### src/rtl/regfile_pkg.sv
// Shared register-file constants and types used by the write-back path and
// its hazard logic.
package regfile_pkg;
    localparam int XLEN   = 32;
    localparam int NREGS  = 32;
    localparam int REG_AW = $clog2(NREGS);

    typedef logic [REG_AW-1:0] reg_addr_t;

    localparam reg_addr_t REG_ZERO = '0;
endpackage

### src/rtl/regfile_wb_arbiter_rr.sv
// Combinational round-robin arbiter: grants the first requester at or after
// ptr (wrapping), as a one-hot vector plus its index.
module rr_arbiter #(
    parameter int N  = 3,
    parameter int IW = (N > 1) ? $clog2(N) : 1
) (
    input  logic [N-1:0]  req,
    input  logic [IW-1:0] ptr,
    output logic [N-1:0]  gnt,
    output logic [IW-1:0] gnt_idx
);

    int   cand;
    logic found;

    // The grant is a pure function of req and ptr, so ready never feeds back into valid.
    always_comb begin
        gnt     = '0;
        gnt_idx = '0;
        found   = 1'b0;
        cand    = 0;
        for (int k = 0; k < N; k++) begin
            cand = (int'(ptr) + k) % N;
            if (!found && req[cand[IW-1:0]]) begin
                found                = 1'b1;
                gnt[cand[IW-1:0]]    = 1'b1;
                gnt_idx              = cand[IW-1:0];
            end
        end
    end

endmodule

### src/rtl/regfile_wb_arbiter.sv
// Write-back controller for the register file's single write port: round-robin
// arbitration, one registered write stage and a pending-write scoreboard.
module regfile_wb_arbiter
    import regfile_pkg::*;
#(
    parameter int NREQ = 3
) (
    input  logic                   clk,
    input  logic                   reset,
    input  logic [NREQ-1:0]        req_valid,
    output logic [NREQ-1:0]        req_ready,
    input  logic [NREQ*REG_AW-1:0] req_rd,
    input  logic [NREQ*XLEN-1:0]   req_data,
    input  logic                   claim_en,
    input  reg_addr_t              claim_rd,
    input  reg_addr_t              q_a1,
    input  reg_addr_t              q_a2,
    output logic                   q_busy1,
    output logic                   q_busy2,
    output logic                   we3,
    output reg_addr_t              a3,
    output logic [XLEN-1:0]        wd3
);

    localparam int PW = (NREQ > 1) ? $clog2(NREQ) : 1;

    logic [PW-1:0]    ptr;
    logic [PW-1:0]    gnt_idx;
    logic [NREQ-1:0]  gnt;
    logic             hs;
    reg_addr_t        win_rd;
    logic [XLEN-1:0]  win_data;
    logic [NREGS-1:0] busy;

    rr_arbiter #(.N(NREQ), .IW(PW)) u_arb (
        .req     (req_valid),
        .ptr     (ptr),
        .gnt     (gnt),
        .gnt_idx (gnt_idx)
    );

    assign req_ready = reset ? '0 : gnt;
    assign hs        = |(req_valid & req_ready);
    assign win_rd    = req_rd[int'(gnt_idx)*REG_AW +: REG_AW];
    assign win_data  = req_data[int'(gnt_idx)*XLEN +: XLEN];

    // A handshake to x0 still consumes the grant and moves the pointer, but never writes.
    always_ff @(posedge clk) begin
        if (reset) begin
            ptr <= '0;
            we3 <= 1'b0;
            a3  <= REG_ZERO;
            wd3 <= '0;
        end else begin
            we3 <= hs && (win_rd != REG_ZERO);
            if (hs) begin
                ptr <= (gnt_idx == PW'(NREQ - 1)) ? '0 : gnt_idx + 1'b1;
                if (win_rd != REG_ZERO) begin
                    a3  <= win_rd;
                    wd3 <= win_data;
                end
            end
        end
    end

    // Set comes after clear so a same-edge claim of the committing register wins.
    always_ff @(posedge clk) begin
        if (reset) begin
            busy <= '0;
        end else begin
            if (we3 && (a3 != REG_ZERO))
                busy[a3] <= 1'b0;
            if (claim_en && (claim_rd != REG_ZERO))
                busy[claim_rd] <= 1'b1;
            busy[0] <= 1'b0;
        end
    end

    assign q_busy1 = busy[q_a1];
    assign q_busy2 = busy[q_a2];

endmodule

### config.mk
export PLATFORM = sky130hd
export DESIGN_NAME = regfile_wb_arbiter
export DESIGN_NICKNAME = d
export VERILOG_FILES = /design/src/rtl/regfile_pkg.sv /design/src/rtl/regfile_wb_arbiter_rr.sv /design/src/rtl/regfile_wb_arbiter.sv
export SDC_FILE = /design/constraint.sdc
export NUM_CORES = 1
export LEC_CHECK = 0
export BUFFER_PORTS_ARGS = -buffer_cell sky130_fd_sc_hd__buf_2
export CAP_MARGIN = 25
export CORE_MARGIN = 4
export CORE_UTILIZATION = 48
export CTS_BUF_LIST = sky130_fd_sc_hd__clkbuf_4
export CTS_CLUSTER_SIZE = 25
export DETAILED_ROUTE_END_ITERATION = 8
export GPL_TIMING_DRIVEN = 0
export PLACE_DENSITY = 0.86
export SLEW_MARGIN = 10
export SYNTH_ARGS = -nofsm -noshare
export SYNTH_HDL_FRONTEND = slang
export SYNTH_SLANG_ARGS = --single-unit
### constraint.sdc
create_clock -name clk -period 2.75 [get_ports clk]
set_input_delay 0.4125 -clock clk [delete_from_list [all_inputs] [get_ports clk]]
set_output_delay 0.4125 -clock clk [all_outputs]
set_load 0.01 [all_outputs]
# --- Word level (Yosys, flattened, before mapping) ---
# Index checks and enable logic that the tools add are counted.
word_totals:
  regBits: 72
  latch_bits: 0
  ramBits: 0
  romBits: 0
  inputBits: 132
  output_inout_bits: 43
  wordCells: 84
  mem_count: 0
classes:
  addsub: 3
  n_mul: 1
  div_mod_pow: 3
  n_lt_le_gt_ge: 12
  n_eq_ne: 1
  shift: 2
  mux: 33
  bitwise: 6
  n_reduce_logical: 17
ops:
  columns: ["op", "count"]
  rows:
  - ["2-to-1 mux 32 bit", 3]
  - ["indexed part select 96 x 8 -> 32 bit", 1]
  - ["remainder unit 32 x 3 -> 32 bit (second input constant)", 2]
  - ["bitwise AND 32 bit", 1]
  - ["remainder unit 3 x 3 -> 32 bit (second input constant)", 1]
  - ["NOT 32 bit", 1]
  - ["OR 32 bit", 1]
  - ["less-than comparator 5 x 6 -> 1 bit (second input constant)", 4]
  - ["nonzero test 5 bit", 3]
  - ["indexed part select 15 x 6 -> 5 bit", 1]
  - ["2-to-1 mux 1 bit", 12]
  - ["2-to-1 mux 3 bit", 4]
  - ["binary-select mux 1 bit (select 5 bit)", 2]
  - ["demux 1 bit (select 5 bit)", 2]
  - ["greater-or-equal comparator 5 x 1 -> 1 bit (second input constant)", 2]
  - ["logical AND 1 bit", 10]
  - ["less-than comparator 2 x 3 -> 1 bit (second input constant)", 3]
  - ["2-to-1 mux 2 bit", 4]
  - ["binary-select mux 1 bit (select 2 bit)", 3]
  - ["demux 1 bit (select 2 bit)", 3]
  - ["greater-or-equal comparator 2 x 1 -> 1 bit (second input constant)", 3]
  - ["OR 3 bit", 2]
  - ["multiplier 2 x 3 -> 5 bit (second input constant)", 1]
  - ["adder 2 x 1 -> 3 bit (second input constant)", 1]
  - ["7 further kinds", 8]

# --- Depth between registers and ports, before layout ---
# Gate-level depths: netlist of run 1.
depth:
  ltp_word: 14
  mapped_depth: 14
  mapped_depth_nobuf: 9

# --- Hierarchy ---
# Synthesis of run 1 repeated with hierarchy kept, for this count alone.
unflattened:
  cells_unflattened: 550
  hier_area_um2: 4688.2
by_module_without_submodules:
  columns: ["module", "instances", "cells_per_inst", "area_per_inst_um2", "seq_area_each_um2"]
  rows:
  - ["regfile_wb_arbiter", 1, 512, 4421.7, 1421.4]
  - ["rr_arbiter", 1, 38, 266.5, 0.0]

# --- Least setup slack after synthesis of run 1 ---
# No wires, ideal clock.
synth_timing:
  path_type: "reg-to-reg"
  startpoint: "register ptr[0]"
  endpoint: "register wd3[10]"
  setup_ns: 0.121
  arrival_time_ns: 2.618
  required_time_ns: 2.629
  setup_slack_ns: 0.011
  stages_incl_launch_ff: 13
  n_path_buf: 3
  period_less_slack_ns: 2.739
  path_cell_list: "dfxtp_1 -> inv_1 -> ha_1 -> buf_2 -> nand3b_1 -> o2111ai_2 -> o21ai_2 -> buf_2 -> mux2i_1 -> o21ai_1 -> o41ai_4 -> buf_6 -> o21ai_2"
synth_via:
  elab_chain_len: 14
  word_cells_on_any_way: 48
  cone_classes: "2 x add/sub; 1 x mul; 3 x div; 6 x order compare; 2 x shift; 21 x mux; 3 x bitwise; 10 x reduce/logical"
synth_lines:
  columns: ["element", "line", "source"]
  rows:
  - ["from (decl)", "regfile_wb_arbiter.sv:27", "logic [PW-1:0] ptr;"]
  - ["from (signal assigned)", "regfile_wb_arbiter.sv:57", "ptr <= (gnt_idx == PW'(NREQ - 1)) ? '0 : gnt_idx + 1'b1;"]
  - ["branches (longest 14 deep; another with remainder unit 32 x 3 -> 32 bit)", null, null]
  - ["to (signal assigned)", "regfile_wb_arbiter.sv:60", "wd3 <= win_data;"]
  - ["to (decl)", "regfile_wb_arbiter.sv:22", "output logic [XLEN-1:0] wd3"]
# Parallel ways; which one is timed is not known. The select of a mux whose other input is x is not followed.
# A chain may end at the register's enable or synchronous reset.

# --- Worst setup path after layout of run 1 ---
layout_timing:
  startpoint: "register ptr[1]"
  endpoint: "register a3[4]"
layout_via:
  elab_chain_len: 14
  word_cells_on_any_way: 47
  cone_classes: "2 x add/sub; 1 x mul; 3 x div; 6 x order compare; 1 x shift; 21 x mux; 3 x bitwise; 10 x reduce/logical"
layout_lines:
  columns: ["element", "line", "source"]
  rows:
  - ["branches (longest 14 deep; another with remainder unit 32 x 3 -> 32 bit)", null, null]
  - ["to (signal assigned)", "regfile_wb_arbiter.sv:59", "a3 <= win_rd;"]
  - ["to (decl)", "regfile_wb_arbiter.sv:21", "output reg_addr_t a3,"]
# Parallel ways; which one is timed is not known. The select of a mux whose other input is x is not followed.

==> results of run 1 <==
-- layout make-up --
class | instances | area, um^2
flip-flops and latches | 71 | 1430
clock buffers | 9 | 67.6
repair buffers | 202 | 1170
well taps | 136 | 170
plain buffers | 50 | 345
clock inverters | 5 | 27.5
inverters | 11 | 43.8
multi-input cells | 483 | 3960
fillers | 802 | 3150
-- cell usage after synthesis, types with 10 or more instances --
master    number
o21ai_2       30
mux2i_1       35
nand2_1       46
a32oi_1       33
a21oi_1       78
mux4_2        18
clkbuf_1      29
nor2_1        46
dfxtp_1       71
nor2b_1       69
inv_1         10
buf_2         11
o21ai_0       36
-- per-stage QoR --
stage | instance area, um^2 | hold slack (ps) | util, %
2_1_floorplan | 5150 | 460 | -
5_1_grt | 7220 | 224 | 69.6
4_1_cts | 6830 | 225 | 65.8
3_3_place_gp | 6170 | 470 | 59.5
6_report | 7220 | 228 | 69.6
3_5_place_dp | 6170 | 482 | 59.5
-- routing by layer --
metal | wire length [um] | track usage, % | vias to the layer above
li1 | - | - | 2700
met1 | 6710 | 29.0 | 2638
met2 | 9130 | 47.8 | 307
met3 | 1330 | 4.18 | 61
met4 | 538 | 8.43 | 0
met5 | 0 | 0 | -
-- how the worst max path moves through the flow --
| stage | endpoint | slack, ps | depth (start not counted) |
|---|---|---|---|
| 2_1_floorplan | wd3[10] | 10 | 12 |
| 3_3_place_gp | wd3[4] | -420 | 12 |
| 3_5_place_dp | wd3[26] | -470 | 12 |
| 4_1_cts | wd3[12] | -110 | 14 |
| 5_1_grt | a3[4] | -190 | 14 |
| 6_report | a3[4] | -80 | 14 |
-- cells by family (layout without fill, tap and decap cells) --
family                     after synthesis  in the layout  synth area share [%]
and+or+nand+nor                        206            206                  20.9
adders and majority gates                4              4                 0.971
buffers and inverters                   64            277                  5.73
DFF                                     71             71                  27.6
xor gates and xnor gates                 1              1                 0.316
AOI/OAI and AO/OA                      214            214                  28.7
muxes                                   58             58                  15.8
-- registers in the layout, indices dropped and copies added (netlist names) --
signal,cells
we3,1
a3,5
ptr,2
wd3,32
busy,31
-- tightest hold or removal path, delay by kind of cell --
kind / cells / cell delay (ps)
buf+inv: 1 / 80
compound gates: 2 / 150
-- report_power, final --
part           internal, uW  leakage (uW)  total [uW]  switching [uW]
combinational          1340       0.00232        2930            1580
sequential             1250      0.000582        1410             160
clock                   170     0.0000572         561             391
total                  2760       0.00296        4890            2130
-- repair_timing --
action,CTS,global route
resized for setup,85,78
cloned,3,0
buffers inserted,13,19
pin swaps,35,46
endpoints found under the setup margin,44,45
hold endpoints to repair,0,0
==> flow_summary.json, run 1 <==
{
  "final_antenna_net_count": 0,
  "cp_top_family": "compound AO/OA/AOI/OAI gates",
  "drv_slew": 0,
  "cts.clk_slew.worst_paths_ps": 130,
  "ys_seq_elements": 71,
  "grt-ovfl-total": 0,
  "htreeDepth": 3,
  "outcome": "finished, violations left",
  "cts_made_buffers": 9,
  "startpoint_type": "register",
  "cpMaxStageDelayCell": "a2111oi_4",
  "cp_max_fo": 7,
  "grt_usage_pct": 25.4,
  "finalCritPeriodShare_pct": 103,
  "cts-root-buf": "clkbuf_4",
  "p_per_area_nw_per_um2": 678,
  "worst_ep_required_time_ps": 3090,
  "end_kind": "register",
  "max_slew_margin_pct": 51.5,
  "hold_viol_final": 0,
  "synth_top_area_share_pct": 27.6,
  "pre_cts_ws_ps": -470,
  "r2r-start": "ptr[1]",
  "synth_area_leaders": "dfxtp_1, nor2b_1, mux4_2",
  "cp.arrival_ps": 3170,
  "drt_iter0_drc": 394,
  "grt_max_degree": 12,
  "grt_antenna_before_repair": 0,
  "grt_pass1_vias": 5539,
  "synth_nets": 754,
  "crit_top_cell": "buf_4",
  "period_needed_ps": 2830,
  "yosysWarnings": 0,
  "async_flop_share_pct": 0,
  "finalSetupViolCount": 27,
  "p_leak_uw": 0.00296,
  "syn_inst": 618,
  "drive_above_1_share_pct": 46.1,
  "clkSinkCount": 71,
  "cp_slowest_stage_delay_ps": 420,
  "initial_core_util_pct": 49.7,
  "total_power_uw": 4890,
  "critical_path_buf_inv_count": 6,
  "drt_first_pass_iters": 8,
  "hold_buffers": 0,
  "violations": "negative setup slack",
  "r2r-end": "a3[4]",
  "layoutNonFillerInstCount": 967,
  "min_path_cells": 3,
  "rsz0062_at_grt": "true",
  "fmax_mhz": 353,
  "synth-seq-area-share_pct": 27.6,
  "synth_flop_cell": "dfxtp_1",
  "worstMarginPinSlew_ps": 728,
  "rows": 37,
  "hpwlAfterDp_mm": 11.7,
  "dieArea_um2": 12500,
  "hold_path.class": "in2reg",
  "grt_pass1_wl_mm": 26.2,
  "hold_start": "req_data[74]",
  "dp.cells": 923,
  "fin_skew_ps": 16.4,
  "cts_tree": "yes",
  "antenna_cells": 0,
  "path_class": "reg2reg",
  "die_y_um": 112,
  "cap_violations": 0,
  "peakVddDrop_mv": 0.403,
  "synth_edf_count": 0,
  "insertion_delay_ps": 440,
  "vias": 5706,
  "layout_common_cells": "buf_2, a21oi_1, dfxtp_1, nor2b_1, nand2_1",
  "yosys.area.top_type": "dfxtp_1",
  "syn_area_um2": 5150,
  "worstSetupStartpoint": "ptr[1]",
  "r2r_slack_ps": -80,
  "fin_tns_setup_ps": -946,
  "setup_ws_ps": -83.9,
  "hold_end": "wd3[10]",
  "post_drt_wl_per_cell_um": 18.3,
  "vias_per_cell": 5.90,
  "synth.distinct_cells": 58,
  "die_x_um": 112,
  "wl_mm": 17.7,
  "syn_area_per_cell_um2": 8.34,
  "fp.coreArea_um2": 10400,
  "clockBufferDepth": 2,
  "routabilityCongestion": 0.930,
  "ios": 175,
  "drc": 0,
  "synthToLayoutAreaGrowth_pct": 40.1,
  "worstPathCellList": "inv_4 -> ha_2 -> buf_8 -> nor2b_4 -> buf_4 -> a2bb2oi_4 -> a2111oi_4 -> nor4b_4 -> buf_4 -> nor3_4 -> buf_6 -> buf_4 -> nor2_1 -> a211oi_1",
  "nets": 964,
  "portBuffers": 169,
  "reg2reg_depth": 14,
  "final_common_cell": "buf_2"
}
No activity file was read; power rests on OpenSTA's default activity.
==> run 2, diff against run 1 <==
--- a/config.mk
+++ b/config.mk
@@ -5,15 +5,17 @@
 export SDC_FILE = /design/constraint.sdc
 export NUM_CORES = 1
 export LEC_CHECK = 0
+export ABC_AREA = 1
 export BUFFER_PORTS_ARGS = -buffer_cell sky130_fd_sc_hd__buf_2
 export CAP_MARGIN = 25
 export CORE_MARGIN = 4
-export CORE_UTILIZATION = 48
+export CORE_UTILIZATION = 46
 export CTS_BUF_LIST = sky130_fd_sc_hd__clkbuf_4
+export CTS_CLUSTER_DIAMETER = 150
 export CTS_CLUSTER_SIZE = 25
 export DETAILED_ROUTE_END_ITERATION = 8
 export GPL_TIMING_DRIVEN = 0
-export PLACE_DENSITY = 0.86
+export PLACE_DENSITY = 0.85
 export SLEW_MARGIN = 10
 export SYNTH_ARGS = -nofsm -noshare
 export SYNTH_HDL_FRONTEND = slang
==> run 2 against run 1 <==
- the run now ends clean
- clock skew up 3.8 ps
- register-to-register slack better by 210 ps
- sequential cell count unchanged
- global-route usage up 0.54 points
- final cell count up 11%
- sequential power about the same
- largest power group unchanged
- highest routed layer unchanged
==> flow_summary.json, run 2 <==
{
  "syn_area_per_cell_um2": 6.27,
  "peakVddDrop_mv": 0.612,
  "ys_seq_elements": 71,
  "synth_nets": 875,
  "synth.distinct_cells": 35,
  "yosysWarnings": 0,
  "outcome": "finished, final reports clean",
  "fp.coreArea_um2": 9770,
  "crit_top_cell": "nand2_1",
  "top_register": "wd3",
  "drt_iter0_drc": 388,
  "hold_viol_final": 0,
  "layout_common_cells": "buf_2, nor2_1, nand2_1, o21ai_0, a21oi_1",
  "synth-seq-area-share_pct": 30.7,
  "clkPwrFrac_pct": 11.5,
  "final_antenna_net_count": 0,
  "drive_above_1_share_pct": 29.8,
  "cts.clk_slew.worst_paths_ps": 140,
  "finalCritPeriodShare_pct": 96.2,
  "fin_skew_ps": 20.2,
  "worstPathCellList": "inv_1 -> ha_4 -> inv_4 -> o21ai_0 -> nor2_2 -> nand3_1 -> nand2_1 -> nand2_1 -> a31oi_1 -> buf_2",
  "cts_tree": "yes",
  "synthToLayoutAreaGrowth_pct": 28.2,
  "hold_start": "req_data[93]",
  "grt_usage_pct": 25.9,
  "cpMaxStageDelayCell": "dfxtp_4",
  "routabilityCongestion": 0.889,
  "max_slew_margin_pct": 42.5,
  "n_fill_cell": 967,
  "path_class": "reg2out",
  "synth_edf_count": 0,
  "die_y_um": 108,
  "total_power_uw": 5600,
  "drt_first_pass_iters": 7,
  "antenna_cells": 0,
  "cts-root-buf": "clkbuf_4",
  "cts_made_buffers": 9,
  "grt_pass1_wl_mm": 24.4,
  "cap_violations": 0,
  "worst_ep_required_time_ps": 2340,
  "drv_slew": 0,
  "grt_pass1_vias": 5286,
  "grt-ovfl-total": 0,
  "p_per_area_nw_per_um2": 943,
  "synth_area_leaders": "dfxtp_1, nor2_1, o21ai_0",
  "die_x_um": 108,
  "grt_max_degree": 16,
  "synth_common_cells": "nor2_1, nand2_1, o21ai_0",
  "hold_end": "wd3[29]",
  "r2r-start": "ptr[0]",
  "async_flop_share_pct": 0,
  "vias": 5671,
  "reg2reg_depth": 18,
  "vias_per_cell": 5.30,
  "dieArea_um2": 11700,
  "syn_inst": 739,
  "synth_top_area_share_pct": 30.7,
  "r2r_slack_ps": 130,
  "insertion_delay_ps": 440,
  "cp_max_fo": 6,
  "portBuffers": 173,
  "initial_core_util_pct": 47.4,
  "syn_area_um2": 4640,
  "intPower_uw": 2760,
  "hpwlAfterDp_mm": 11.9,
  "yosys.area.top_type": "dfxtp_1",
  "end_kind": "primary output",
  "wl_mm": 15.5,
  "min_path_cells": 5,
  "finalSetupViolCount": 0,
  "final_util_pct": 60.8,
  "largest_register_ffs": 32,
  "swShare_pct": 50.7,
  "rows": 36,
  "clkSinkCount": 71,
  "synth.most_common_cell": "nor2_1",
  "drc": 0,
  "pwr-share-seq_pct": 25.3,
  "cp.arrival_ps": 2230,
  "startpoint_type": "register",
  "grt_antenna_before_repair": 0,
  "cp_slowest_stage_delay_ps": 360,
  "period_needed_ps": 2650,
  "nets": 1067,
  "htreeDepth": 3,
  "p_leak_uw": 0.00276,
  "clockBufferDepth": 2,
  "switching_power_uw": 2840,
  "r2r-end": "wd3[6]",
  "power_frac_comb_pct": 63.2,
  "fmax_mhz": 378,
  "holdWs_ps": 320,
  "ios": 175,
  "post_drt_wl_per_cell_um": 14.5,
  "top_regs": "wd3: 32 flops, busy: 31 flops, a3: 5 flops",
  "hold_path.class": "in2reg",
  "worstMarginPinSlew_ps": 854,
  "final_common_cell": "buf_2",
  "synth_flop_cell": "dfxtp_1"
}
==> run 2: changes by cell type after synthesis, sizes merged, moves of 9 or more <==
cell   delta
nor2    +127
a32oi    -33
nor2b    -69
buf       -9
nand2    +72
o21ai    +34
nand3    +67
mux2i    -35
inv      +37
mux4     -18
==> run 2: cells by family (layout without fill, tap and decap cells) <==
| logic type | after synthesis | count (layout) | synth area share [%] |
|---|---|---|---|
| simple gates | 376 | 376 | 36.9 |
| compound gates | 198 | 198 | 22.8 |
| buf+inv | 90 | 287 | 8.58 |
| flops | 71 | 71 | 30.7 |
| fa+ha+maj | 4 | 4 | 1.08 |
==> run 2: metrics by stage <==
stage          cells  setup slack, ps  TNS, ps  cell area (um^2)
6_report        1069              104        0              5940
5_1_grt         1069            -28.3     -184              5940
4_1_cts         1063             41.3        0              5830
3_5_place_dp    1045             -142    -3820              5670
3_3_place_gp    1045            -98.8    -2660              5670
2_1_floorplan    739              293        0              4640
==> run 2: critical path: cells and delay by family (launching register included) <==
kind,cells,cell delay [ps]
buffers and inverters,3,370
AOI/OAI and AO/OA,2,350
and+or+nand+nor,4,480
DFF,1,360
adders and majority gates,1,240
==> run 2: routing by layer <==
metal  wire [um]  vias to the layer above  global-route usage (%)  share of wire, %
met5           0                        -                       0                 0
met4         575                        0                    12.5               3.7
met3        1170                       45                    5.07               7.5
met2        7530                      250                    44.8                49
met1        6210                     2522                    30.7                40
li1            -                     2854                       -                 -
==> run 2: worst max path at each step <==
stage	to	slack [ps]	from	depth (start not counted)
after global routing	wd3[18]	-30	ptr[0]	18
after CTS	wd3[12]	40	ptr[0]	21
after global placement	wd3[6]	-100	ptr[0]	18
final	req_ready[0]	100	ptr[0]	10
after detailed placement	wd3[6]	-140	ptr[0]	18
after floorplan	wd3[14]	290	ptr[0]	18
==> run 2: final cells by class <==
type | instances | area (um^2) | share of cell area [%]
clock inverters | 7 | 62.6 | 1.05
inverters | 50 | 193 | 3.24
flip-flops and latches | 71 | 1430 | 24.0
clock buffers | 9 | 67.6 | 1.14
multi-input cells | 578 | 2880 | 48.5
well taps | 133 | 166 | 2.80
plain buffers | 40 | 219 | 3.68
repair buffers | 181 | 926 | 15.6
==> run 2: what timing repair did <==
item / in CTS / in global routing
pin swaps: 2 / 9
resized for setup: 6 / 18
hold buffers: 0 / 0
setup buffers: 2 / 6
setup endpoints to repair: 39 / 41
==> run 2: power groups by stage <==
stage	Clock, uW	Sequential [uW]	Combinational [uW]
floorplan	0	1500	2310
global placement	0	1420	3260
detailed placement	0	1430	3300
CTS	657	1410	3350
global route	704	1440	3950
finish	646	1420	3540
==> run 3, diff against run 2 <==
--- a/config.mk
+++ b/config.mk
@@ -9,13 +9,13 @@
 export BUFFER_PORTS_ARGS = -buffer_cell sky130_fd_sc_hd__buf_2
 export CAP_MARGIN = 25
 export CORE_MARGIN = 4
-export CORE_UTILIZATION = 46
+export CORE_UTILIZATION = 40
 export CTS_BUF_LIST = sky130_fd_sc_hd__clkbuf_4
 export CTS_CLUSTER_DIAMETER = 150
 export CTS_CLUSTER_SIZE = 25
 export DETAILED_ROUTE_END_ITERATION = 8
 export GPL_TIMING_DRIVEN = 0
-export PLACE_DENSITY = 0.85
+export PLACE_DENSITY = 0.76
 export SLEW_MARGIN = 10
 export SYNTH_ARGS = -nofsm -noshare
 export SYNTH_HDL_FRONTEND = slang
==> run 3 against run 2 <==
- clock skew is 6.8 ps lower
- sequential cell count stayed put
- clock power is 15% higher
- non-clock buffer count is 3 higher
- sequential power hardly changed
- critical path depth is 9 higher
- total power is 3.3% higher
- global-route usage is 3.1 points lower
- utilization is 7.7 points lower
- via count is 0.37% lower
- maximum frequency is 2.5% higher
- worst setup slack better by 65 ps
==> flow_summary.json, run 3 (same netlist as run 2, synthesis figures left out) <==
{
  "layoutNonFillerInstCount": 1083,
  "finalSetupViolCount": 0,
  "cp.arrival_ps": 2900,
  "worstMarginPinSlew_ps": 791,
  "drc": 0,
  "grt_usage_pct": 22.9,
  "finalCritPeriodShare_pct": 93.9,
  "startpoint_type": "register",
  "cts-root-buf": "clkbuf_4",
  "peakVddDrop_mv": 0.547,
  "clkSinkCount": 71,
  "insertion_delay_ps": 410,
  "vias_per_cell": 5.22,
  "wl_mm": 15.7,
  "cp_top_family": "simple AND/OR/NAND/NOR gates",
  "total_power_uw": 5790,
  "hold_viol_final": 0,
  "vias": 5650,
  "drv_slew": 0,
  "clockBufferDepth": 2,
  "nets": 1070,
  "top_usage_layer": "met2",
  "top_register": "wd3",
  "r2r-end": "wd3[25]",
  "synthToLayoutAreaGrowth_pct": 30.4,
  "ios": 175,
  "final_antenna_net_count": 0,
  "rows": 39,
  "cp_slowest_stage_delay_ps": 380,
  "cpMaxStageDelayCell": "dfxtp_4",
  "fin_skew_ps": 13.4,
  "drt_iter0_drc": 418,
  "grt_max_degree": 13,
  "max_slew_margin_pct": 46.8,
  "dieArea_um2": 13400,
  "met2_usage_pct": 38.3,
  "largest_register_ffs": 32,
  "critical_path_buf_inv_count": 5,
  "grt-ovfl-total": 0,
  "grt_pass1_vias": 5134,
  "final_common_cell": "buf_2",
  "cp_max_fo": 10,
  "hpwlAfterDp_mm": 12.1,
  "hold_path.class": "in2reg",
  "drt_first_pass_iters": 6,
  "r2r_slack_ps": 170,
  "top_regs": "wd3: 32 flops, busy: 31 flops, a3: 5 flops",
  "drive_above_1_share_pct": 30.2,
  "outcome": "finished, final reports clean",
  "portBuffers": 173,
  "path_class": "reg2reg",
  "post_drt_wl_per_cell_um": 14.5,
  "cts.clk_slew.worst_paths_ps": 120,
  "fmax_mhz": 387,
  "initial_core_util_pct": 40.8,
  "p_per_area_nw_per_um2": 958,
  "grt_antenna_before_repair": 0,
  "hold_end": "busy[1]",
  "grt_pass1_wl_mm": 24.6,
  "routabilityCongestion": 0.914,
  "n_fill_cell": 1156,
  "htreeDepth": 3,
  "die_x_um": 116,
  "holdWs_ps": 354,
  "fin_tns_setup_ps": 0,
  "p_leak_uw": 0.00281,
  "cap_violations": 0,
  "r2r-start": "ptr[0]",
  "worst_ep_required_time_ps": 3060,
  "layout_common_cells": "buf_2, nor2_1, nand2_1, o21ai_0, a21oi_1",
  "die_y_um": 116,
  "end_kind": "register",
  "dp.cells": 1055,
  "worstPathCellList": "inv_2 -> ha_4 -> inv_2 -> nand2_1 -> nand3_2 -> nand2_2 -> nand3_2 -> nand2_4 -> nand2_4 -> buf_8 -> nand2_1 -> nand2_1 -> a21oi_4 -> nand3_4 -> nand2_4 -> inv_6 -> buf_8 -> nor2_2 -> nor2_1",
  "cts_tree": "yes",
  "met1_usage_pct": 28.3,
  "fp.coreArea_um2": 11400,
  "period_needed_ps": 2580,
  "min_path_cells": 4,
  "hold_start": "claim_rd[2]",
  "reg2reg_depth": 19,
  "cts_made_buffers": 9,
  "grt_util_met3_pct": 5.90
}
==> run 3: changes by cell type in the layout (fill, tap and decap cells not counted), sizes merged <==
cell / delta
bufinv: +2
inv: -4
clkinv: +4
clkinvlp: -2
clkbuf: +3
diode: +1
==> run 3: worst max path at each step <==
stage                 from  endpoint  slack [ps]  depth (start not counted)
floorplan           ptr[0]   wd3[14]         290                         18
global placement    ptr[0]    wd3[4]        -160                         18
detailed placement  ptr[0]    wd3[6]        -160                         18
CTS                 ptr[0]   wd3[23]           2                         18
global route        ptr[0]     a3[2]         -50                         21
finish              ptr[0]   wd3[25]         170                         19
==> run 3: power by group <==
group          leakage (uW)  internal (uW)  switching, uW
clock             0.0000786            361            383
sequential         0.000581           1250            176
combinational       0.00215           1370           2250
total               0.00281           2980           2810
==> run 3: through the flow <==
step	setup WS [ps]	cell area (um^2)	util (%)
after global routing	-52.2	6040	53.1
after floorplan	293	4640	-
after global placement	-158	5680	50.0
final	169	6040	53.2
after CTS	2.10	5870	51.6
after detailed placement	-157	5680	50.0
==> run 3: cell type report <==
type | count | area [um^2] | area share, %
Tap cell | 143 | 179 | 2.96
Multi-Input combinational cell | 578 | 2900 | 48.0
Inverter | 50 | 193 | 3.19
Buffer | 40 | 239 | 3.95
Timing Repair Buffer | 184 | 948 | 15.7
Sequential cell | 71 | 1430 | 23.6
Antenna cell | 1 | 2.50 | 0.0414
Clock buffer | 9 | 67.6 | 1.12
Clock inverter | 7 | 87.6 | 1.45
==> run 3: what timing repair did <==
| item | in CTS | in global routing |
|---|---|---|
| resized for setup | 5 | 31 |
| hold buffers | 0 | 0 |
| pin swaps | 2 | 10 |
| setup buffers | 2 | 9 |
| setup endpoints to repair | 40 | 43 |
==> run 3: layer usage <==
layer,routed length (um),part of all wire (%),vias to the layer above
met5,0,0,-
met4,433,2.8,0
met3,1280,8.1,34
met2,7580,48,246
met1,6430,41,2517
li1,-,-,2853
==> run 3: tightest hold or removal path: cells and delay by family <==
family / cells / cell delay [ps]
and+or+nand+nor: 2 / 150
AOI/OAI and AO/OA: 1 / 50
buffers and inverters: 1 / 110
